<file path="src/rtl/inst_fetch_pkg.sv">
// Shared types and constants for the instruction fetch unit.
// Holds the fetch FSM states, the PC step and the default reset address.
package inst_fetch_pkg;

  typedef enum logic {
    WAIT = 1'b0,
    HOLD = 1'b1
  } fetch_state_t;

  localparam logic [31:0] WORD_STEP        = 32'd4;
  localparam logic [31:0] DEFAULT_RESET_PC = 32'h0000_0000;

  // Four bits cover every legal WAIT_CYCLES value (1..15).
  localparam int TIMER_W = 4;

  function automatic logic [31:0] word_align(input logic [31:0] addr);
    return addr & ~32'h0000_0003;
  endfunction

endpackage

</file>
<file path="src/rtl/inst_fetch_timer.sv">
// Wait-state counter for the fetch unit: counts up from zero while not
// cleared and flags the last wait cycle so the FSM can sample im_d.
module fetch_timer
  import inst_fetch_pkg::*;
#(
  parameter int WAIT_CYCLES = 2
) (
  input  logic clk,
  input  logic rst,
  input  logic clear,
  output logic done
);

  localparam logic [TIMER_W-1:0] LAST_COUNT = TIMER_W'(WAIT_CYCLES - 1);

  logic [TIMER_W-1:0] count_reg;
  logic [TIMER_W-1:0] count_next;

  always_comb begin
    count_next = count_reg + 1'b1;
    if (clear) begin
      count_next = '0;
    end
  end

  always_ff @(posedge clk) begin
    if (rst) begin
      count_reg <= '0;
    end else begin
      count_reg <= count_next;
    end
  end

  assign done = (count_reg == LAST_COUNT);

endmodule

</file>
<file path="src/rtl/inst_fetch.sv">
// Single-outstanding instruction fetch: holds im_a for WAIT_CYCLES, captures
// im_d, then presents it with a valid/ready handshake; redirects win always.
module inst_fetch
  import inst_fetch_pkg::*;
#(
  parameter logic [31:0] RESET_PC    = DEFAULT_RESET_PC,
  parameter int          WAIT_CYCLES = 2
) (
  input  logic        clk,
  input  logic        rst,
  output logic [31:0] im_a,
  input  logic [31:0] im_d,
  input  logic        redirect_valid,
  input  logic [31:0] redirect_pc,
  output logic        instr_valid,
  input  logic        instr_ready,
  output logic [31:0] instr,
  output logic [31:0] instr_pc
);

  fetch_state_t state_reg, state_next;
  logic [31:0]  pc_reg, pc_next;
  logic         valid_reg, valid_next;
  logic [31:0]  instr_reg, instr_next;
  logic [31:0]  instr_pc_reg, instr_pc_next;
  logic         timer_clear;
  logic         timer_done;

  fetch_timer #(
    .WAIT_CYCLES(WAIT_CYCLES)
  ) u_timer (
    .clk  (clk),
    .rst  (rst),
    .clear(timer_clear),
    .done (timer_done)
  );

  always_comb begin
    state_next    = state_reg;
    pc_next       = pc_reg;
    valid_next    = valid_reg;
    instr_next    = instr_reg;
    instr_pc_next = instr_pc_reg;
    timer_clear   = 1'b0;

    if (redirect_valid) begin
      // A redirect also completes any handshake happening this cycle;
      // the new target simply replaces the sequential pc+4.
      pc_next     = word_align(redirect_pc);
      valid_next  = 1'b0;
      state_next  = WAIT;
      timer_clear = 1'b1;
    end else begin
      case (state_reg)
        WAIT: begin
          if (timer_done) begin
            instr_next    = im_d;
            instr_pc_next = pc_reg;
            valid_next    = 1'b1;
            state_next    = HOLD;
            timer_clear   = 1'b1;
          end
        end
        HOLD: begin
          // Keep the timer parked at zero so the next WAIT starts fresh.
          timer_clear = 1'b1;
          if (instr_ready) begin
            pc_next    = pc_reg + WORD_STEP;
            valid_next = 1'b0;
            state_next = WAIT;
          end
        end
        default: begin
          state_next  = WAIT;
          valid_next  = 1'b0;
          timer_clear = 1'b1;
        end
      endcase
    end
  end

  always_ff @(posedge clk) begin
    if (rst) begin
      state_reg    <= WAIT;
      pc_reg       <= word_align(RESET_PC);
      valid_reg    <= 1'b0;
      instr_reg    <= '0;
      instr_pc_reg <= '0;
    end else begin
      state_reg    <= state_next;
      pc_reg       <= pc_next;
      valid_reg    <= valid_next;
      instr_reg    <= instr_next;
      instr_pc_reg <= instr_pc_next;
    end
  end

  assign im_a        = pc_reg;
  assign instr_valid = valid_reg;
  assign instr       = instr_reg;
  assign instr_pc    = instr_pc_reg;

endmodule

</file>
<file path="config.mk">
export PLATFORM = sky130hd
export DESIGN_NAME = inst_fetch
export DESIGN_NICKNAME = d
export VERILOG_FILES = /design/src/rtl/inst_fetch_pkg.sv /design/src/rtl/inst_fetch_timer.sv /design/src/rtl/inst_fetch.sv
export SDC_FILE = /design/constraint.sdc
export NUM_CORES = 1
export LEC_CHECK = 0
export ABC_AREA = 1
export CAP_MARGIN = 20
export CORE_ASPECT_RATIO = 0.6
export CORE_MARGIN = 2
export CORE_UTILIZATION = 49
export DETAILED_ROUTE_END_ITERATION = 7
export PLACE_DENSITY = 0.86
export SLEW_MARGIN = 10
export SYNTH_ARGS = -nofsm -noshare
export SYNTH_HDL_FRONTEND = slang
export SYNTH_SLANG_ARGS = --single-unit
</file>
<file path="constraint.sdc">
create_clock -name clk -period 2.9 [get_ports clk]
set_input_delay 0.29 -clock clk [delete_from_list [all_inputs] [get_ports clk]]
set_output_delay 0.29 -clock clk [all_outputs]
set_load 0.01 [all_outputs]
</file>
---- After elaboration in Yosys (flattened, before gate mapping) ----
Index checks and enable logic that the tools add are counted.
storage, ports and cells
  register bits ........................... 102
  input bits .............................. 68
  output and inout bits ................... 97
  logic and storage cells ................. 33
cells by class
  add/subtract/negate cells ............... 2
  equal/unequal tests ..................... 3
  muxes and demuxes ....................... 11
  bitwise gates (word level) .............. 2
  reductions and logical operators ........ 8
operator list
  cell                     count
  $mux W32                 3
  $add A32 B3 Y32 const B  1
  $pmux W1 S2              3
  $reduce_and A2 Y1        3
  $mux W1                  5
  $add A4 B1 Y4 const B    1
  $eq A4 B1 Y1 const B     1
  $ne A2 B2 Y1 const B     2
  $reduce_bool A2 Y1       2
  $reduce_or A2 Y1         2
  $reduce_and A3 Y1        1
  $not A1 Y1               2

---- Longest topological paths before layout ----
  depth in word-level cells ............... 5
  depth in mapped cells ................... 10
  gate-level depth less buffers ........... 10

---- By module ----
Synthesis repeated with hierarchy kept, for this count alone.
second synthesis, totals
  cells, all modules ...................... 659
  area total of the unflattened synthesis .. 4519.3 um^2
by module, submodules not included
  module       times used  cells an instance  area an instance (um^2)  sequential area each (um^2)
  inst_fetch   1           639                4345.4                   1881.8
  fetch_timer  1           20                 173.9                    80.1

---- Worst setup path before layout ----
Ideal clock, no wire load.
  kind .................................... register to register
  start ................................... register pc_reg[3], in the netlist im_a[3]
  end ..................................... register pc_reg[24], in the netlist im_a[24]
  setup time .............................. 112 ps
  arrival ................................. 1394 ps
  data required time ...................... 2788 ps
  setup slack ............................. 1394 ps
  cell stages (with the launch flop) ...... 11
  buffers on the path ..................... 0
  clock period less this slack ............ 1506 ps
  cell sequence ........................... dfxtp_1 -> ha_1 -> nand2_1 -> nor2_4 -> nand2_1 -> nor2_1 -> nand2_1 -> nand2_1 -> nand3_1 -> nand2_1 -> nand2_1
on the way
  longest elaborated chain between the ends .. 4
ends and longest elaborated chain
  item                    line              text
  start, declared         inst_fetch.sv:22  logic [31:0] pc_reg, pc_next;
  start signal, assigned  inst_fetch.sv:85  pc_reg <= word_align(RESET_PC);
  start signal, assigned  inst_fetch.sv:91  pc_reg <= pc_next;
  $add A32 B3 Y32         inst_fetch.sv:68  pc_next = pc_reg + WORD_STEP;
  $mux W32                inst_fetch.sv:67  if (instr_ready) begin
  $mux W32                inst_fetch.sv:54  case (state_reg)
  $mux W32                inst_fetch.sv:46  if (redirect_valid) begin
Every way passes these cells. The select of a mux whose other input is x is not followed.
A chain may end at the register's enable or synchronous reset.

---- Worst setup path in the final report ----
  start ................................... input redirect_valid
  end ..................................... register pc_reg[8], in the netlist im_a[8]
on the way
  longest elaborated chain between the ends .. 2
  elaborated cells on any way between the ends .. 4
  classes of those cells .................. 1 x mux; 3 x reduce/logical
ends and longest elaborated chain
  item                          line              text
  start, declared               inst_fetch.sv:13  input logic redirect_valid,
  $reduce_bool A2 Y1 (no line)  --
  $reduce_and A2 Y1 (no line)   --
Parallel ways exist; a longest one is shown, timed or not.

==> results.yml <==
run_status:
  status: "complete, no violations"
clock_network:
  post_cts_resized: 0
  clock_sinks: 98
  htree_levels: 3
  numCtsBuffers: 9
  cts_hold_buffers: 0
  path_clk_slew_ns: 0.07
  tritoncts: "yes"
  postCtsSetupBuffers: 0
  root_buffer: "clkbuf_16"
  worstSkewPairLatency_ns: 0.34
  clockBufferDepth: 2
sta:
  finalClockSkew_ns: 0.00882
  max_freq_ghz: 0.497
  rsz0062_at_grt: "false"
  fin_setup_tns_ns: 0
  drv_slew: 0
  worst_hold_slack_ns: 0.460
  slew-limit-headroom_pct: 52.9
  worst-slew-pin-transition_ns: 0.706
  setup_viol: 0
  hold_viol_final: 0
  fin_crit_ns: 2.01
  min_period_over_period_pct: 69.3
global_routing:
  antenna_found_initial: 0
  grt_pass1_wl_um: 23400
  grt_overflow: 0
  grt_usage_pct: 28.6
  grt_start_max_net_pins: 108
  grt_pass1_vias: 4967
route:
  wirelength_um: 14500
  detail_route.wl_per_cell_um: 14.9
  num_vias: 5120
  first_pass_iters: 7
  drc_errors: 0
  drtAntennaViolNets: 0
  viasPerCell: 5.27
  drt_iter0_drc: 444
logic_synthesis:
  syn-cell-area_um2: 4650
  ys_seq_elements: 98
  avgSynthCellArea_um2: 6.62
  synthFlopType: "dfxtp_1"
  synth_warnings: 0
  synthArstFlopShare_pct: 0
  seq_area_frac_synth_pct: 42.2
  synth_cell_type_count: 30
  synth_edf_count: 0
  syn_inst: 702
power:
  p_switching_mw: 0.778
  p_comb_share_pct: 14.6
  switching_share_pct: 26.1
  internal-power_mw: 2.21
  pwr-share-seq_pct: 48.8
  vdd_ir_drop_max_v: 0.000335
  p_per_area_nw_per_um2: 458
  clockPowerShare_pct: 36.6
  total_leakage_power_nw: 2.34
floorplanning:
  die_area_um2: 10300
  start_util_pct: 50.6
  pin_count: 165
  die_w_um: 130
  die_h_um: 79.4
  placementRows: 27
  core_um2: 9190
place:
  gp_congestion: 0.939
  portBuffers: 158
  hpwl_um: 10100
setup_path:
  cp-end-kind: "flop"
  crit_arrival_ns: 2.24
  required_ns: 3.13
  cp_top_family: "buffers and inverters"
  crit_type: "primary input to flop"
  cp_cell_sequence: "clkdlybuf4s50_1 > nor2_2 > inv_2 > nand2_2 > inv_2 > o21ai_1 > o22ai_1"
  crit_path_top_delay_cell: "clkdlybuf4s50_1"
  cp-start-kind: "primary input"
  slowest_delay_ns: 0.63
  crit_path_frequent_cell: "inv_2"
  cp_max_fo: 11
  crit_buf_inv: 3
cells_and_area:
  largest_reg_flops: 32
  num_antenna_cells: 0
  area_growth_syn_to_layout_pct: 40.3
  nNetsFinal: 910
  drive_gt1_share_pct: 4.16
  fill_cells: 771
job:
  drv_cap: 0
hold_path:
  holdCritPathClass: "flop to flop"
## cell type report
class,count,area [µm²],area share [%]
Inverter,38,146,2.24
Multi-Input combinational cell,528,2350,36.1
Sequential cell,98,1960,30.1
Timing Repair Buffer,164,1630,25.1
Clock buffer,12,246,3.78
Tap cell,130,163,2.49
Clock inverter,2,15.0,0.230
## cell usage in the layout, fill, tap and decap left out, types with 3 or more instances in the layout
| cell | count |
|---|---|
| o211ai_1 | 3 |
| nand2_1 | 226 |
| nand2_2 | 4 |
| nor2_1 | 79 |
| o22ai_1 | 3 |
| a221oi_1 | 3 |
| conb_1 | 4 |
| inv_1 | 33 |
| ha_1 | 3 |
| o21ai_1 | 5 |
| a21oi_1 | 64 |
| buf_4 | 5 |
| dfxtp_1 | 98 |
| clkbuf_16 | 9 |
| inv_2 | 3 |
| nand3_1 | 104 |
| xor2_1 | 4 |
| nor2_2 | 5 |
| clkdlybuf4s50_1 | 157 |
| o21ai_0 | 11 |
## worst paths after layout
| path | from | to | slack [ns] | depth (start not counted) |
|---|---|---|---|---|
| setup reg to reg | state_reg | im_a[8] | 0.94 | 8 |
| hold reg to reg | instr_pc[27] | instr_pc[27] | 0.46 | 2 |
| setup / recovery | redirect_valid | im_a[8] | 0.89 | 7 |
| hold / removal | instr_pc[27] | instr_pc[27] | 0.46 | 2 |
## through the flow
step / power [mW] / cell area, µm² / cells / utilization (%) / worst slack (ns)
CTS: 3.00 / 6520 / 972 / 71.0 / 0.954
finish: 2.99 / 6520 / 972 / 71.0 / 0.889
floorplan: 1.68 / 4660 / 705 / - / 1.39
global placement: 1.90 / 6260 / 958 / 68.1 / 0.657
detailed placement: 1.92 / 6260 / 958 / 68.1 / 0.584
global route: 3.10 / 6520 / 972 / 71.0 / 0.779
## cell usage after synthesis (2+ instances only)
library cell / instances / area share [%]
nand3_1: 104 / 11
nor2_1: 79 / 6.4
inv_2: 4 / 0.32
inv_1: 33 / 2.7
o21ai_1: 5 / 0.54
a21oi_1: 64 / 6.9
nand2_2: 3 / 0.40
o22ai_1: 3 / 0.40
nor2_4: 2 / 0.48
clkbuf_1: 17 / 1.4
buf_2: 18 / 1.9
nand2_1: 227 / 18
buf_4: 6 / 0.97
nor2_2: 5 / 0.67
a221oi_1: 3 / 0.57
xor2_1: 4 / 0.75
o211ai_1: 3 / 0.48
ha_1: 3 / 0.81
dfxtp_1: 98 / 42
o21ai_0: 11 / 1.2
## power by group through the flow
stage          Clock [mW]  Combinational, mW  Sequential [mW]
2_1_floorplan           0              0.189             1.49
3_3_place_gp            0              0.421             1.48
3_5_place_dp            0              0.432             1.48
4_1_cts              1.11              0.435             1.45
5_1_grt              1.16              0.475             1.46
6_report             1.09              0.436             1.46
## cells by family after synthesis
logic type,synth area share [%]
simple gates,38.0
fa+ha+maj,0.808
xor+xnor,0.942
compound gates,10.5
buf+inv,7.40
other cells,0.0807
flops,42.2
## layer usage
metal  vias to the layer above  global-route usage, %  routed length (µm)
li1                       2536                      -                   -
met1                      2338                   37.2                6330
met4                         0                   8.82                 153
met5                         -                      0                   0
met3                        18                   9.99                1540
met2                       228                   45.1                6480
## tightest hold or removal path: cells and delay by family, from the launching register on
| kind | cells | cell delay, ns |
|---|---|---|
| AND/OR/NAND/NOR | 1 | 0.06 |
| flip-flops | 1 | 0.31 |
| AO/OA/AOI/OAI | 1 | 0.05 |
(Power assumes the default switching activity.)
